===== config.mk =====
export PLATFORM = sky130hd
export DESIGN_NAME = pass_enroll
export DESIGN_NICKNAME = d
export VERILOG_FILES = /design/src/rtl/pass_enroll.sv
export SDC_FILE = /design/constraint.sdc
export NUM_CORES = 1
export LEC_CHECK = 0
export ABC_AREA = 1
export CAP_MARGIN = 5
export CORE_MARGIN = 1
export CORE_UTILIZATION = 42
export DETAILED_ROUTE_END_ITERATION = 16
export HOLD_SLACK_MARGIN = 0.02
export PLACE_DENSITY_LB_ADDON = 0.05
export SETUP_SLACK_MARGIN = 0.5
export SLEW_MARGIN = 20
export SYNTH_ARGS = -nofsm -noshare
export SYNTH_HDL_FRONTEND = slang
export SYNTH_SLANG_ARGS = --single-unit
export TNS_END_PERCENT = 50

===== constraint.sdc =====
create_clock -name clk -period 2.18 [get_ports clk]
set_input_delay 0.654 -clock clk [delete_from_list [all_inputs] [get_ports clk]]
set_output_delay 0.654 -clock clk [all_outputs]
set_load 0.005 [all_outputs]

===== src/rtl/pass_enroll.sv =====
// Password enrollment controller: takes a new 4-digit BCD code, asks for it
// a second time, and on a match commits it to pass_out for the checker.
// The 7-segment digits show entry progress with the same glyphs as the checker.
//
// state   | meaning
// --------+------------------------------------------------------------
// LOCKED  | idle, waiting for an unlock pulse from the checker
// ENTER   | collecting the first copy of the new code
// CONFIRM | collecting the second copy for comparison
// DONE    | code committed, " SEt" shown until the next press
// FAILED  | copies differed, " Err" shown until the next press
module pass_enroll #(
  parameter logic [15:0] DEFAULT_PASS = 16'h1234,
  parameter int          TIMEOUT      = 250_000_000
) (
  input  logic        clk,
  input  logic        rst,
  input  logic [3:0]  digit,
  input  logic        load,
  input  logic        unlock,
  output logic [15:0] pass_out,
  output logic        pass_valid,
  output logic        busy,
  output logic [0:6]  HEX0,
  output logic [0:6]  HEX1,
  output logic [0:6]  HEX2,
  output logic [0:6]  HEX3
);

  localparam int            TW     = (TIMEOUT > 2) ? $clog2(TIMEOUT) : 1;
  localparam logic [TW-1:0] T_LAST = TW'(TIMEOUT - 1);

  // Active-high abcdefg patterns; bit 0 of a [0:6] vector is segment a.
  localparam logic [0:6] G_BLANK = 7'b0000000;
  localparam logic [0:6] G_DASH  = 7'b0000001;
  localparam logic [0:6] G_S     = 7'b1011011;
  localparam logic [0:6] G_E     = 7'b1001111;
  localparam logic [0:6] G_T     = 7'b0001111;
  localparam logic [0:6] G_R     = 7'b0000101;

  typedef enum logic [2:0] {
    LOCKED,
    ENTER,
    CONFIRM,
    DONE,
    FAILED
  } state_t;

  state_t       state;
  logic [15:0]  new_code;
  // Only the three oldest confirm digits need storing; the fourth is
  // compared straight from the switches on the final press.
  logic [11:0]  conf_code;
  logic [1:0]   cnt;
  logic [TW-1:0] timer;
  logic         load_q;
  logic [0:6]   seg0, seg1, seg2, seg3;

  logic press;
  logic valid_press;

  assign press       = load && !load_q;
  assign valid_press = press && (digit <= 4'd9);

  assign HEX0 = ~seg0;
  assign HEX1 = ~seg1;
  assign HEX2 = ~seg2;
  assign HEX3 = ~seg3;

  function automatic logic [0:6] glyph(input logic [3:0] d);
    case (d)
      4'd0:    glyph = 7'b1111110;
      4'd1:    glyph = 7'b0110000;
      4'd2:    glyph = 7'b1101101;
      4'd3:    glyph = 7'b1111001;
      4'd4:    glyph = 7'b0110011;
      4'd5:    glyph = 7'b1011011;
      4'd6:    glyph = 7'b1011111;
      4'd7:    glyph = 7'b1110000;
      4'd8:    glyph = 7'b1111111;
      4'd9:    glyph = 7'b1111011;
      default: glyph = G_BLANK;
    endcase
  endfunction

  // Enrollment sequencer: press edge detect, entry timer, code capture and display.
  always_ff @(posedge clk) begin
    if (rst) begin
      state      <= LOCKED;
      pass_out   <= DEFAULT_PASS;
      pass_valid <= 1'b0;
      busy       <= 1'b0;
      new_code   <= '0;
      conf_code  <= '0;
      cnt        <= '0;
      timer      <= '0;
      load_q     <= 1'b0;
      seg0       <= G_BLANK;
      seg1       <= G_BLANK;
      seg2       <= G_BLANK;
      seg3       <= G_BLANK;
    end else begin
      load_q     <= load;
      pass_valid <= 1'b0;
      case (state)
        LOCKED: begin
          // A press arriving with unlock only opens entry; it is not a digit.
          if (unlock) begin
            state <= ENTER;
            busy  <= 1'b1;
            cnt   <= '0;
            timer <= '0;
            seg0  <= G_BLANK;
            seg1  <= G_BLANK;
            seg2  <= G_BLANK;
            seg3  <= G_BLANK;
          end
        end
        ENTER, CONFIRM: begin
          // A valid press beats timer expiry in the same cycle.
          if (valid_press) begin
            timer <= '0;
            seg3  <= seg2;
            seg2  <= seg1;
            seg1  <= seg0;
            seg0  <= glyph(digit);
            cnt   <= cnt + 2'd1;
            if (state == ENTER) begin
              new_code <= {new_code[11:0], digit};
              if (cnt == 2'd3) begin
                state <= CONFIRM;
                cnt   <= '0;
                seg0  <= G_DASH;
                seg1  <= G_DASH;
                seg2  <= G_DASH;
                seg3  <= G_DASH;
              end
            end else begin
              conf_code <= {conf_code[7:0], digit};
              if (cnt == 2'd3) begin
                cnt  <= '0;
                busy <= 1'b0;
                seg3 <= G_BLANK;
                if ({conf_code, digit} == new_code) begin
                  state      <= DONE;
                  pass_out   <= new_code;
                  pass_valid <= 1'b1;
                  seg2       <= G_S;
                  seg1       <= G_E;
                  seg0       <= G_T;
                end else begin
                  state <= FAILED;
                  seg2  <= G_E;
                  seg1  <= G_R;
                  seg0  <= G_R;
                end
              end
            end
          end else if (timer == T_LAST) begin
            state <= LOCKED;
            busy  <= 1'b0;
            cnt   <= '0;
            timer <= '0;
            seg0  <= G_BLANK;
            seg1  <= G_BLANK;
            seg2  <= G_BLANK;
            seg3  <= G_BLANK;
          end else begin
            timer <= timer + TW'(1);
          end
        end
        DONE, FAILED: begin
          // Any press acknowledges the result, whatever the switches show.
          if (press) begin
            state <= LOCKED;
            seg0  <= G_BLANK;
            seg1  <= G_BLANK;
            seg2  <= G_BLANK;
            seg3  <= G_BLANK;
          end
        end
        default: begin
          state <= LOCKED;
          busy  <= 1'b0;
        end
      endcase
    end
  end

endmodule


# == Yosys cells after proc, flatten, opt, wreduce, memory -nomap -nowiden ==
# Memory sizes are Yosys's and may differ from the RTL's.
# Cells that the tools add are included.
# totals
rom_bits,112
mem_count,1
ff_bits,108
inputBits,8
# memory_table
memory,depth,width,read_ports,rd_ports_with_merged_regs,wr,line,rtl
(no name shown),16,7,1,0,0,71,case (d)
# op_classes
n_eq_ne,12
order_cmp,1
mux,51
add_sub_neg,2
reduce_logical,17
bitwise,9
# op_table
op,count
two-way mux 7 bit,20
two-way mux 28 bit,3
case mux 7 bit (3 select lines),4
case mux 28 bit (2 select lines),1
adder 28 x 1 -> 28 bit (second input constant),1
== test 28 bit (second input constant),1
NOT 7 bit,4
two-way mux 3 bit,8
== test 16 bit,1
AND reduction 5 bit,2
!= test 3 bit (second input constant),3
case mux 3 bit (3 select lines),1
AND reduction 3 bit,3
two-way mux 2 bit,4
AND reduction 4 bit,2
== test 3 x 2 -> 1 bit (second input constant),2
two-way mux 1 bit,6
two-way mux 5 bit,1
NOT 1 bit,5
OR reduction 5 bit,1
<= comparator 4 bit (second input constant),1
two-way mux 4 bit,1
!= test 2 bit (second input constant),2
case mux 2 bit (2 select lines),1
other kinds (12),14

# == Longest topological paths before layout ==
# depth
ltp_word,6
mapped_depth,12

# == Worst setup path before layout ==
# No wires, ideal clock.
# synth_timing
kind,input to register
start,input digit[1]
end,register pass_out[12]
setup_ns,0.130
stages,10
t_arrival_ns,1.802
path_slack_ns,0.248
required_ns,2.050
path_cell_list,inv_1 > ha_1 > o21ai_1 > nand2_1 > nand2_2 > nor2_8 > nand4_4 > buf_2 > nand2_1 > nand3_1
# synth_via
elab_chain_len,3
elab_cells_between_ends,4
# synth_lines
item,line,rtl
start: declaration,18,"input logic [3:0] digit,"
<= comparator 4 bit,63,assign valid_press = press && (digit <= 4'd9);
logical AND 1 bit,63,
AND reduction 5 bit (no source line) (*),n/a,
end signal: assignment,146,pass_out <= new_code;
end: declaration,21,"output logic [15:0] pass_out,"
# Mark *: on every way between the ends. The rest lies on a longest branch, timed or not.
# A chain may end at the register's enable or synchronous reset.

# == Worst setup path in the final report ==
# layout_timing
start,input digit[1]
end,register seg2[0] in the netlist's numbering
# layout_via
elab_chain_len,4
elab_cells_between_ends,6
# layout_lines
item,line,rtl
<= comparator 4 bit (*),63,
logical AND 1 bit (*),63,
!= test 3 bit (no source line) / two-way mux 7 bit (equally long branches),n/a,
AND reduction 4 bit (no source line) / case mux 7 bit (3 select lines) (equally long branches),n/a,
end signal: assignment,124,seg2 <= seg1;
end: declaration,57,"logic [0:6] seg0, seg1, seg2, seg3;"
# Marked as above.

==> impl_results.md <==
* Worst-margin pin slew at about 0.62 ns
* Sequential element share of the synthesized area at about two fifths
* Die footprint at between 0.01 and 0.015 mm2
* FF-to-FF setup slack at 0.29 ns
* Synth area leaders: dfxtp_1 (39%), nand2_1 (17%), inv_1 (7.3%)
* Final #Nets at 967
* CP peak stage delay at between 0.15 and 0.2 ns
* Fmax at 0.501 GHz
* Async SR Flop Fraction at 0%
* Placed cell areas at approximately 0.0066 mm2
* Total clock sinks at 108
* Core Util, Final at between 60% and 70%
* Synth Area per Inst at ~6.5 um2
* Vias in the first global route at slightly above 5,000
* EDFF count, synth at 0
* Hold Startpoint: seg3[3]$_SDFFE_PP0P_
* Total CTS buffers at 9
* Top cells by instance count after synthesis: nand2_1 (258), dfxtp_1 (108), inv_1 (108), nor2_1 (103), a21oi_1 (79)
* Comb power frac at about 45%
* CP most frequent cell: buf_6
* Reg clk slew, reported paths at approximately 0.07 ns
* Dpl cells at around 1,100
* Register bit total from synthesis at roughly 110
* Post-place setup slack at -0.546 ns
* First-pass GRT wire length at between 20,000 and 25,000 um
* Synth warn at 0
* Core box area at 0.0128 mm2
* Critical path's slowest cell: a21oi_4
* CP endpoint kind: register
* N_diodes at 0
* GRT overflow at 0
* DR vias/cell at just under 5
* Pwr Density at between 800 and 900 mW/mm2
* Hold Crit Class: reg -> reg
* Internal power at 4.39 mW
* Crit-path max FO at 5
* FF-to-FF path depth at 12
* Share of layout cells above drive strength 1 at between 20% and 30%
* Pin count of the biggest net entering global routing at 43
* Initial DRC Count at 259
* Setup_tns at 0 ns
* Final setup vio count at 0
* Die W at between 100 and 150 um
* Final Critical Period at 1.99 ns
* Detailed placement HPWL at just over 10,000 um
* DRC at 0
* Top FF cell, synth: dfxtp_1
* End of the worst hold path: seg3[3]$_SDFFE_PP0P_
* Hold WS at 0.461 ns
* # fillers at around 1,200
* Initial antenna violation count at 0
* Clk_lat worst skew at between 0.3 and 0.4 ns
* Clock Skew at 0.00607 ns
* Most common cell in the netlist: nand2_1
* Startpoint type of the worst setup path: primary input
* CP Class: in -> reg
* Syn Nets at 865
* Max cap viols at 0
* Worst slew margin at 58.6%
* Via count of the routed design at around 5,600
* Root Driver: clkbuf_16
* Layout Cells excl Fill at between 1,000 and 1,500
* Clock power frac at between 20% and 30%
* WP buf/inv at 6
* Worst hold path cell count at 2
* Final hold violation count at 0
* Largest area contributor in the netlist: dfxtp_1
* Max rail drop VDD at just over 0.7 mV
* Die H at between 100 and 150 um
* Rows at between 40 and 50
* FF-to-FF End: seg2[0]$_SDFFE_PP0P_
* Post-DRT Antenna Nets at 0
* Worst EP required at approximately 2.5 ns
* Final Max Slew Viols at 0
* Largest delay share family, worst path: buffers and inverters
* Levels on crit path at 14
* Initial core utilization at between 40% and 50%
* Post-route cell area at 0.00786 mm2
* Final wirelength at around 16,000 um
* GP Congestion at approximately 0.85
* Sw frac at a little over a third
* CP arrival at ~2.3 ns
* Cell count after synthesis at 850
* Period utilisation layout at between 90% and 100%
* Leak at ~3.3 nW
* Share of power burned in registers at 33.1%
* PortBufs at 53
* CTS tree: built
* Reg2reg start: state[2]$_SDFFE_PP0P_
* RSZ-0062 raised after global routing: yes
* Routed length per instance at around 14 um
* P&R area growth vs syn at 41.6%
* Post-synth top area share at roughly two fifths
* Power consumption at 6.87 mW
* Count of cell types in the netlist at 37
* Cells along the critical path: buf_6, buf_8, inv_16, ha_4, o21ai_2, nand2_2, a21oi_4, nand2_4, buf_6, nand3_4, buf_6, buf_12, nand2_1, a21oi_1
* Htree depth at 3
* Status: complete, no violations
* Mapped Area at 0.00555 mm2
* All-Layer GR Usage at around 23%
* Router iterations before antenna repair at 5
* Longest Clk Path Bufs at 2
* Worst setup margin at 0.185 ns
* CTS Hold Bufs at 0
* NetSw at about 2.5 mW
* Top Ports at 54
==> registers in the layout, indices dropped and copies added, names as in the netlist, 2 cells and up <==
signal / cells
seg1: 7
state: 3
timer: 28
conf_code: 12
new_code: 16
seg3: 7
seg0: 7
seg2: 7
pass_out: 16
cnt: 2
==> power groups by stage <==
stage / Clock [mW] / Combinational (mW) / Sequential [mW]
final: 1.54 / 3.06 / 2.27
after global routing: 1.65 / 3.33 / 2.29
after CTS: 1.57 / 2.73 / 2.27
after detailed placement: 0 / 1.96 / 2.31
after global placement: 0 / 1.94 / 2.31
after floorplan: 0 / 1.30 / 2.27
==> how the worst max path moves through the flow <==
stage,from,endpoint,slack [ns]
CTS,digit[1],seg0[1]$_SDFFE_PP0P_,0.24
finish,digit[1],seg2[0]$_SDFFE_PP0P_,0.19
global route,digit[1],seg2[0]$_SDFFE_PP0P_,0.14
detailed placement,digit[1],timer[15]$_SDFFE_PP0P_,-0.55
floorplan,digit[1],pass_out[2]$_SDFFE_PP1P_,0.35
global placement,digit[1],timer[14]$_SDFFE_PP0P_,-0.49
==> per-layer routing <==
metal	share of wire (%)	GRT usage, %	up-vias
met1	44	28.8	2556
met3	4.2	5.25	22
met2	49	39.1	116
li1	-	-	2864
met5	0	0	-
met4	2.3	7.85	0
==> layout make-up <==
cell class                 instances  area (um2)  share of cell area [%]
clock inverter                     5        40.0                   0.510
clock buffer                      10         229                    2.91
inverter                         114         462                    5.88
timing repair inverter             1        6.26                  0.0796
timing repair buffer             121        1420                    18.1
tap                              172         215                    2.74
multi-input combinational        597        3300                    42.0
sequential                       108        2180                    27.8
==> worst register-to-register path: cells and delay by family (launching register included) <==
family                 cells  cell delay (ns)
AO/OA/AOI/OAI              2             0.35
buffers and inverters      5             0.59
flip-flops                 1             0.35
AND/OR/NAND/NOR            5             0.52
==> placed cells by master (no fill, tap or decap), drive strengths merged <==
cell type / synthesis / layout
nand2: 269 / 269
inv: 113 / 113
nor2: 109 / 109
dfxtp: 108 / 108
a21oi: 82 / 82
buf: 17 / 69
o21ai: 50 / 50
nand3: 29 / 29
dlymetal6s2s: 0 / 25
clkdlybuf4s50: 0 / 23
nand4: 21 / 21
clkbuf: 14 / 10
xor2: 8 / 8
ha: 7 / 7
nor3: 6 / 6
or2: 5 / 5
clkinv: 1 / 4
o211ai: 3 / 3
clkinvlp: 0 / 3
dlygate4sd2: 0 / 3
a31oi: 2 / 2
a211oi: 2 / 2
nand3b: 1 / 1
o21bai: 1 / 1
xnor2: 1 / 1
and2: 1 / 1
clkdlybuf4s15: 0 / 1
==> cells by family (layout without fill, tap and decap cells) <==
| logic type | Yosys count | after routing | synth area share [%] |
|---|---|---|---|
| adder cells (fa/ha/maj) | 7 | 7 | 1.58 |
| XOR/XNOR | 9 | 9 | 1.42 |
| AO/OA/AOI/OAI | 140 | 140 | 13.1 |
| AND/OR/NAND/NOR | 441 | 441 | 34.0 |
| buffers and inverters | 145 | 251 | 10.8 |
| flip-flops | 108 | 108 | 39.0 |
==> timing repair <==
item                                    in CTS  in global routing
setup buffers                               18                  7
endpoints found under the setup margin     153                152
cloned                                       6                  1
pin swaps                                   38                 43
gates resized for setup                     81                138
Power figures use the tool's default switching activity.
